--- src/rtl/sensor_cond.sv ---
// Pedal-assist sensor conditioning: cadence period, filtered torque/current,
// and the registered assist-current error term.
module sensor_cond #(
    parameter int          FAST_SIM       = 0,
    parameter logic [11:0] TORQUE_MIN     = 12'h380,
    parameter logic [11:0] LOW_BATT_THRES = 12'hA98
) (
    input  logic               clk,
    input  logic               rst_n,
    input  logic [11:0]        batt,
    input  logic [11:0]        curr,
    input  logic [11:0]        brake,
    input  logic [11:0]        torque,
    input  logic               cadence_raw,
    output logic [11:0]        avg_curr,
    output logic [11:0]        avg_torque,
    output logic [7:0]         cadence_per,
    output logic               pedaling,
    output logic               low_batt,
    output logic               brake_active,
    output logic signed [12:0] error
);

    localparam logic [9:0]  FILT_LAST = (FAST_SIM != 0) ? 10'd15  : 10'd1023;
    localparam logic [11:0] CURR_LAST = (FAST_SIM != 0) ? 12'd63  : 12'd4095;
    localparam logic [13:0] PRE_LAST  = (FAST_SIM != 0) ? 14'd255 : 14'd16383;

    logic        cad_s1, cad_s2;
    logic        cad_filt, cad_filt_q;
    logic [9:0]  filt_cnt;
    logic        cad_rise;
    logic [11:0] curr_cnt;
    logic        curr_tick;
    logic [13:0] curr_acc;
    logic [13:0] pre_cnt;
    logic        pre_tick;
    logic [7:0]  period_cnt;
    logic [16:0] torq_acc;
    logic [11:0] target;

    // Raw crank input is asynchronous and bouncy
    always_ff @(posedge clk or negedge rst_n) begin
        if (!rst_n) begin
            cad_s1     <= 1'b0;
            cad_s2     <= 1'b0;
            cad_filt   <= 1'b0;
            cad_filt_q <= 1'b0;
            filt_cnt   <= '0;
        end else begin
            cad_s1     <= cadence_raw;
            cad_s2     <= cad_s1;
            cad_filt_q <= cad_filt;
            if (cad_s2 != cad_filt) begin
                if (filt_cnt == FILT_LAST) begin
                    cad_filt <= cad_s2;
                    filt_cnt <= '0;
                end else begin
                    filt_cnt <= filt_cnt + 10'd1;
                end
            end else begin
                filt_cnt <= '0;
            end
        end
    end

    assign cad_rise  = cad_filt & ~cad_filt_q;
    assign curr_tick = (curr_cnt == CURR_LAST);
    assign pre_tick  = (pre_cnt == PRE_LAST);

    always_ff @(posedge clk or negedge rst_n) begin
        if (!rst_n) begin
            curr_cnt <= '0;
            curr_acc <= '0;
            pre_cnt  <= '0;
        end else begin
            curr_cnt <= curr_tick ? 12'd0 : curr_cnt + 12'd1;
            pre_cnt  <= pre_tick ? 14'd0 : pre_cnt + 14'd1;
            if (curr_tick)
                curr_acc <= curr_acc - {2'b0, curr_acc[13:2]} + {2'b0, curr};
        end
    end

    assign avg_curr = curr_acc[13:2];

    // A rise wins over a coincident prescaler pulse
    always_ff @(posedge clk or negedge rst_n) begin
        if (!rst_n) begin
            period_cnt  <= 8'hFF;
            cadence_per <= 8'hFF;
        end else if (cad_rise) begin
            cadence_per <= period_cnt;
            period_cnt  <= 8'h00;
        end else begin
            if (pre_tick && period_cnt != 8'hFF)
                period_cnt <= period_cnt + 8'd1;
            if (period_cnt == 8'hFF)
                cadence_per <= 8'hFF;
        end
    end

    assign pedaling = (cadence_per != 8'hFF);

    always_ff @(posedge clk or negedge rst_n) begin
        if (!rst_n) begin
            torq_acc <= '0;
        end else if (cad_rise) begin
            if (pedaling)
                torq_acc <= torq_acc - {5'b0, torq_acc[16:5]} + {5'b0, torque};
            else
                torq_acc <= {torque, 5'b0};
        end
    end

    assign avg_torque = torq_acc[16:5];

    always_comb begin
        target = '0;
        if (pedaling && !low_batt && !brake_active && avg_torque > TORQUE_MIN)
            target = avg_torque - TORQUE_MIN;
    end

    always_ff @(posedge clk or negedge rst_n) begin
        if (!rst_n) begin
            low_batt     <= 1'b0;
            brake_active <= 1'b0;
            error        <= '0;
        end else begin
            low_batt     <= (batt < LOW_BATT_THRES);
            brake_active <= (brake < 12'h800);
            error        <= $signed({1'b0, target} - {1'b0, avg_curr});
        end
    end

endmodule

--- config.mk ---
export PLATFORM = sky130hd
export DESIGN_NAME = sensor_cond
export DESIGN_NICKNAME = d
export VERILOG_FILES = /design/src/rtl/sensor_cond.sv
export SDC_FILE = /design/constraint.sdc
export NUM_CORES = 1
export LEC_CHECK = 0
export ABC_AREA = 1
export ABC_CLOCK_PERIOD_IN_PS = 3150
export CAP_MARGIN = 20
export CORE_AREA = 4 4 116 129
export DETAILED_ROUTE_END_ITERATION = 8
export DIE_AREA = 0 0 120 133
export PLACE_DENSITY = 0.84
export REMOVE_ABC_BUFFERS = 1
export SLEW_MARGIN = 20
export SYNTH_ARGS = -nofsm -noshare
export SYNTH_HDL_FRONTEND = slang
export SYNTH_SLANG_ARGS = --single-unit
export TNS_END_PERCENT = 100
--- constraint.sdc ---
create_clock -name clk -period 3.15 [get_ports clk]
set_input_delay 0.63 -clock clk [delete_from_list [all_inputs] [get_ports clk]]
set_output_delay 0.63 -clock clk [all_outputs]
set_load 0.005 [all_outputs]
==> flow_metrics.py, run 1 <==
metrics = {
    "die": {
        "core_um2": 13700,
        "ios": 99,
        "die_w_um": 120,
        "rows": 45,
        "start_util": 0.562,
        "dieArea_um2": 16000,
        "die_y_um": 133,
    },
    "detailed_routing": {
        "dr.pass1.iters": 5,
        "avgViaCountPerCell": 5.03,
        "wl_per_cell_um": 13.2,
        "drt_iter0_drc": 317,
        "drc": 0,
        "drt_wl_total_mm": 17.0,
        "antenna_left": 0,
        "vias": 6482,
    },
    "synthesis": {
        "synthTopCellsByArea": "dfrtp_1 28%, nand2_1 13%, inv_1 11%, ha_1 8.1%, fa_1 6.5%",
        "synth_area_leader_cell": "dfrtp_1",
        "synth.cell_area_um2": 7690,
        "yosysWarnings": 0,
        "synth_top_area_share": 0.280,
        "yosysUniqueCellTypes": 42,
        "netlist_instances": 1025,
        "avgSynthCellArea_um2": 7.50,
        "ys_seq_area_frac": 0.334,
        "synth_seq_cells": 102,
    },
    "global_routing": {
        "grt_pass1_wl_mm": 29.8,
        "grt_max_degree": 63,
        "use_met2": 0.391,
        "grtUsageMet3": 0.0534,
        "grt_usage": 0.227,
        "gr-usage-met1": 0.276,
        "overflow": 0,
        "gr-max-usage-layer": "met2",
        "antenna_found_initial": 0,
        "grt_pass1_vias": 6560,
    },
    "clock_network": {
        "cts-resized-gates": 0,
        "clkLatencyLatePin_ns": 0.36,
        "h-tree-depth": 3,
        "postCtsSetupBuffers": 0,
        "cts.clk_slew.worst_paths_ns": 0.08,
        "cts_root_buffer": "clkbuf_16",
        "cts.sinks": 102,
        "cts_tree": "yes",
        "holdBufCountCts": 0,
        "numCtsBuffers": 9,
        "cts_buffer_depth": 2,
    },
    "finish": {
        "fill_cells": 1142,
        "layout.nets": 1221,
        "drive_above_1_share": 0.0664,
        "n_antenna_cell": 0,
        "syn_to_final_growth_pct": 15.9,
    },
    "timing": {
        "worst_pin_slew_ns": 0.570,
        "clock.fmax_mhz": 341,
        "finalSetupViolCount": 0,
        "drv_slew": 0,
        "setup_ws_ns": 0.221,
        "min_period_ns": 2.93,
        "period_share": 0.930,
        "skew_ns": 0.00939,
        "max_slew_margin": 0.620,
        "rsz0062_at_grt": "no",
        "hold_violations": 0,
        "setup-tns-final_ns": 0,
    },
    "power_and_ir_drop": {
        "power_mw": 2.92,
        "powerDensity_nw_per_um2": 328,
        "power.leakage_nw": 4.92,
        "peakVddDrop_mv": 0.280,
    },
    "critical_path": {
        "setup.worst_path.start_class": "flop",
        "path_class": "reg2reg",
        "critical_path_required_ns": 3.43,
        "end_kind": "flop",
        "critPathArrivalTime_ns": 3.21,
        "cp_max_fo": 11,
    },
    "worst_hold_path": {
        "min_path_type": "in2async",
    },
    "place": {
        "dp_slack_ns": 0.0381,
        "dp_hpwl_mm": 13.3,
        "place.gp.congestion": 0.937,
        "portBuffers": 84,
    },
    "status": {
        "outcome": "complete, no violations",
    },
    "job": {
        "maxCapViolations": 0,
    },
}
-- metal layers --
layer | routed length (um) | up-vias
li1 | - | 3278
met1 | 7040 | 2995
met2 | 8480 | 168
met3 | 853 | 41
met4 | 581 | 0
met5 | 0 | -
-- power breakdown --
group          total [mW]  switching (mW)  internal, mW
clock                1.15           0.577         0.571
sequential           1.33         0.00634          1.32
combinational       0.447           0.258         0.190
total                2.92           0.841          2.08
-- per-stage QoR --
stage / instances / util / cell area, um^2 / hold WS, ns
after floorplan: 991 / - / 7450 / 0.331
after global placement: 1272 / 0.629 / 8600 / 0.346
after detailed placement: 1272 / 0.629 / 8600 / 0.336
after CTS: 1288 / 0.652 / 8920 / 0.277
after global routing: 1288 / 0.652 / 8920 / 0.296
final: 1288 / 0.652 / 8920 / 0.264
-- critical path, cell delays in order, from the launching register on --
cell     delay [ns]
dfstp_2        0.53
inv_1          0.07
nor4_4         0.36
nand2_1        0.15
nand3_1        0.32
nor2_1         0.09
ha_1           0.37
nand2_1        0.12
o21ai_0        0.38
nand3_1        0.15
nand4_1        0.14
xor2_1         0.16
-- cell usage after synthesis, drive strengths merged --
master,n
or2,1
a22oi,5
nand4,12
o211ai,1
nor4,2
nor2,83
nand3,59
and3,2
a31oi,3
xnor2,17
o31ai,1
fa,25
a21oi,40
nand3b,3
o2111ai,1
o22ai,4
o21a,3
and2,1
a21o,2
xor2,29
ha,50
nor3,13
nor3b,1
dfrtp,86
o21ai,45
dfstp,16
nand2,264
clkbuf,4
a21boi,1
inv,221
buf,30
-- layout by cell type, fill, tap and decap left out, types with 7 or more instances in the layout --
master and n:
fa_1 25, o21ai_0 30, a21oi_1 40, clkdlybuf4s50_1 83, nand2_1 257, nor3_1 11, buf_4 9, dfrtp_1 86
o21ai_2 9, xnor2_1 17, nand2_2 7, xor2_1 29, nor2_1 75, nand3_1 59, clkbuf_16 9, dfstp_2 16
ha_1 50, inv_1 219, nand4_1 12
-- registers in the layout (all words and copies together), names as in the netlist --
signal,cells
cad_s2,1
cad_s1,1
error,13
brake_active,1
cadence_per,8
low_batt,1
cad_filt,1
cad_filt_q,1
filt_cnt,10
curr_cnt,12
torq_acc,17
pre_cnt,14
period_cnt,8
curr_acc,14
-- final cells by class --
class | instances | area, um^2 | share of cell area
Multi-Input combinational cell | 668 | 4040 | 0.453
Sequential cell | 102 | 2570 | 0.288
Timing Repair Buffer | 93 | 918 | 0.103
Inverter | 221 | 835 | 0.0936
Tap cell | 188 | 235 | 0.0264
Clock buffer | 9 | 225 | 0.0253
Clock inverter | 7 | 87.6 | 0.00982
-- final timing paths --
| kind | to | slack (ns) | cells past startpoint | start |
|---|---|---|---|---|
| max in group asynchronous | period_cnt[7] | 2.12 | 2 | rst_n |
| worst max register to register | error[11] | 0.22 | 11 | cadence_per[4] |
| min in group clk | cad_s2 | 0.37 | 0 | cad_s1 |
| worst max-delay path | error[11] | 0.22 | 11 | cadence_per[4] |
| worst min register to register | cad_s2 | 0.37 | 0 | cad_s1 |
| worst min-delay path | torq_acc[8] | 0.26 | 1 | rst_n |
-- logic make-up after synthesis --
logic type               count (synthesis)  synth area share
XOR/XNOR                                46            0.0524
flip-flops                             102             0.334
AND/OR/NAND/NOR                        441             0.248
adder cells (fa/ha/maj)                 75             0.146
AO/OA/AOI/OAI                          106            0.0792
buffers and inverters                  255             0.140
No activity file was read; power rests on OpenSTA's default activity.
==> run 2: changes to the inputs <==
==> constraint.sdc (replaced) <==
create_clock -name clk -period 3.15 [get_ports clk]
set_input_delay 0.4725 -clock clk [delete_from_list [all_inputs] [get_ports clk]]
set_output_delay 0.4725 -clock clk [all_outputs]
set_load 0.005 [all_outputs]
==> run 2 against run 1 <==
Via count fell by 1.4%. Cell area fell by 0.28%. Final cell count fell by 0.16%. First-iteration DRC count rose by 3.8%. Count of clock-buffer cells in the layout did not move. Register-to-register slack improved by 0.13 ns. Maximum frequency rose by 4.5%. Total power fell by 1.1%. Setup slack improved by 0.13 ns. Hold slack got worse by 0.23 ns. Sequential cell count did not move.
==> flow_metrics.py, run 2 (synthesized netlist as in run 1, its figures left out) <==
metrics = {
    "status": {
        "outcome": "complete, no violations",
    },
    "detailed_routing": {
        "vias": 6394,
        "drc": 0,
        "wl_per_cell_um": 13.1,
        "dr.pass1.iters": 5,
        "drt_iter0_drc": 329,
        "drt_wl_total_mm": 16.8,
        "antenna_left": 0,
        "avgViaCountPerCell": 4.97,
    },
    "critical_path": {
        "end_kind": "flop",
        "cp_max_fo": 11,
        "critPathArrivalTime_ns": 3.03,
        "path_class": "reg2reg",
        "critical_path_required_ns": 3.37,
        "reg2reg_depth": 11,
        "setup.worst_path.start_class": "flop",
    },
    "clock_network": {
        "cts_buffer_depth": 2,
        "postCtsSetupBuffers": 0,
        "cts-resized-gates": 0,
        "clkLatencyLatePin_ns": 0.36,
        "numCtsBuffers": 9,
        "cts_root_buffer": "clkbuf_16",
        "cts_tree": "yes",
        "holdBufCountCts": 0,
        "cts.sinks": 102,
        "cts.clk_slew.worst_paths_ns": 0.08,
        "h-tree-depth": 3,
    },
    "place": {
        "portBuffers": 84,
        "dp_hpwl_mm": 13.2,
        "dp_slack_ns": 0.189,
        "dp_cells": 1270,
        "place.gp.congestion": 0.967,
    },
    "die": {
        "die_w_um": 120,
        "ios": 99,
        "dieArea_um2": 16000,
        "die_y_um": 133,
        "rows": 45,
        "start_util": 0.562,
        "core_um2": 13700,
    },
    "timing": {
        "worst_pin_slew_ns": 0.560,
        "max_slew_margin": 0.625,
        "min_period_ns": 2.80,
        "setup-tns-final_ns": 0,
        "skew_ns": 0.00967,
        "finalSetupViolCount": 0,
        "hold_violations": 0,
        "setup_ws_ns": 0.348,
        "whs_ns": 0.0369,
        "period_share": 0.890,
        "rsz0062_at_grt": "no",
        "clock.fmax_mhz": 357,
        "drv_slew": 0,
    },
    "global_routing": {
        "antenna_found_initial": 0,
        "grt_pass1_vias": 6395,
        "grt_usage": 0.225,
        "overflow": 0,
        "grt_max_degree": 74,
        "grt_pass1_wl_mm": 29.4,
    },
    "power_and_ir_drop": {
        "power.leakage_nw": 4.92,
        "powerDensity_nw_per_um2": 325,
        "peakVddDrop_mv": 0.293,
    },
    "finish": {
        "drive_above_1_share": 0.0647,
        "n_antenna_cell": 0,
        "fin_cells": 1286,
        "syn_to_final_growth_pct": 15.6,
        "largest_reg_flops": 17,
        "regMostFlops": "torq_acc",
        "final_core_util": 0.650,
        "layout_commonest_cell": "nand2_1",
        "reg_top3": "torq_acc x17, curr_acc x14, pre_cnt x14",
        "layout.nets": 1219,
        "layout_common_cells": "257 x nand2_1, 219 x inv_1, 86 x dfrtp_1",
    },
    "job": {
        "maxCapViolations": 0,
    },
    "worst_hold_path": {
        "min_path_type": "in2async",
    },
}
==> run 2: changes by cell type in the layout (fill, tap and decap cells not counted) <==
cell	change
buf_4	-2
clkinv_8	-1
clkinvlp_4	-1
o21ai_0	-1
clkinv_4	+2
clkinv_2	+1
o21ai_1	+1
inv_6	-1
==> run 2: routing by layer <==
metal,GRT usage,vias up,share of wire
li1,-,3269,-
met4,0.0554,0,0.019
met2,0.403,138,0.50
met5,0,-,0
met3,0.0487,24,0.045
met1,0.275,2963,0.43
==> run 2: worst max-delay path: stages (launching register included) <==
cell and delay (ns):
dfstp_2 0.53, inv_1 0.06, nor4_4 0.35, nand2_1 0.15, nand3_1 0.32, nor2_1 0.11
ha_1 0.36, a21oi_1 0.25, nand2_1 0.13, nand2_1 0.08, o2111ai_1 0.15, xor2_1 0.18
==> run 2: power breakdown <==
group / leakage [nW] / switching (mW) / internal (mW) / total, mW
Sequential: 1.15 / 0.00634 / 1.32 / 1.33
Clock: 0.149 / 0.553 / 0.562 / 1.12
Combinational: 3.62 / 0.259 / 0.188 / 0.447
Total: 4.92 / 0.818 / 2.07 / 2.89
==> run 2: path summary, 6_finish.rpt <==
kind	slack, ns	endpoint	from
min in group clk	0.37	cad_s2	cad_s1
setup / recovery	0.35	error[8]	cadence_per[4]
hold / removal	0.04	torq_acc[9]	rst_n
hold reg to reg	0.37	cad_s2	cad_s1
max in group asynchronous	2.37	cadence_per[0]	rst_n
setup reg to reg	0.35	error[8]	cadence_per[4]
==> run 2: cell type report <==
type                       instances  area (um^2)
fill                            1170         4790
multi-input combinational        668         4040
sequential                       102         2570
timing repair buffer              91          903
inverter                         221          835
tap                              188          235
clock buffer                       9          225
clock inverter                     7         77.6
==> run 2: per-stage QoR <==
step           power [mW]  area, um^2
2_1_floorplan        1.64        7450
3_3_place_gp         1.79        8590
3_5_place_dp         1.80        8590
4_1_cts              2.92        8890
5_1_grt              3.05        8890
6_report             2.89        8890
==> run 3: changes to the inputs <==
--- a/config.mk
+++ b/config.mk
@@ -13,6 +13,7 @@
 export DIE_AREA = 0 0 120 133
 export PLACE_DENSITY = 0.84
 export REMOVE_ABC_BUFFERS = 1
+export SKIP_CTS_REPAIR_TIMING = 1
 export SLEW_MARGIN = 20
 export SYNTH_ARGS = -nofsm -noshare
 export SYNTH_HDL_FRONTEND = slang
==> results of run 3 <==
The final DEF is identical to that of run 2; final timing and power are the same.
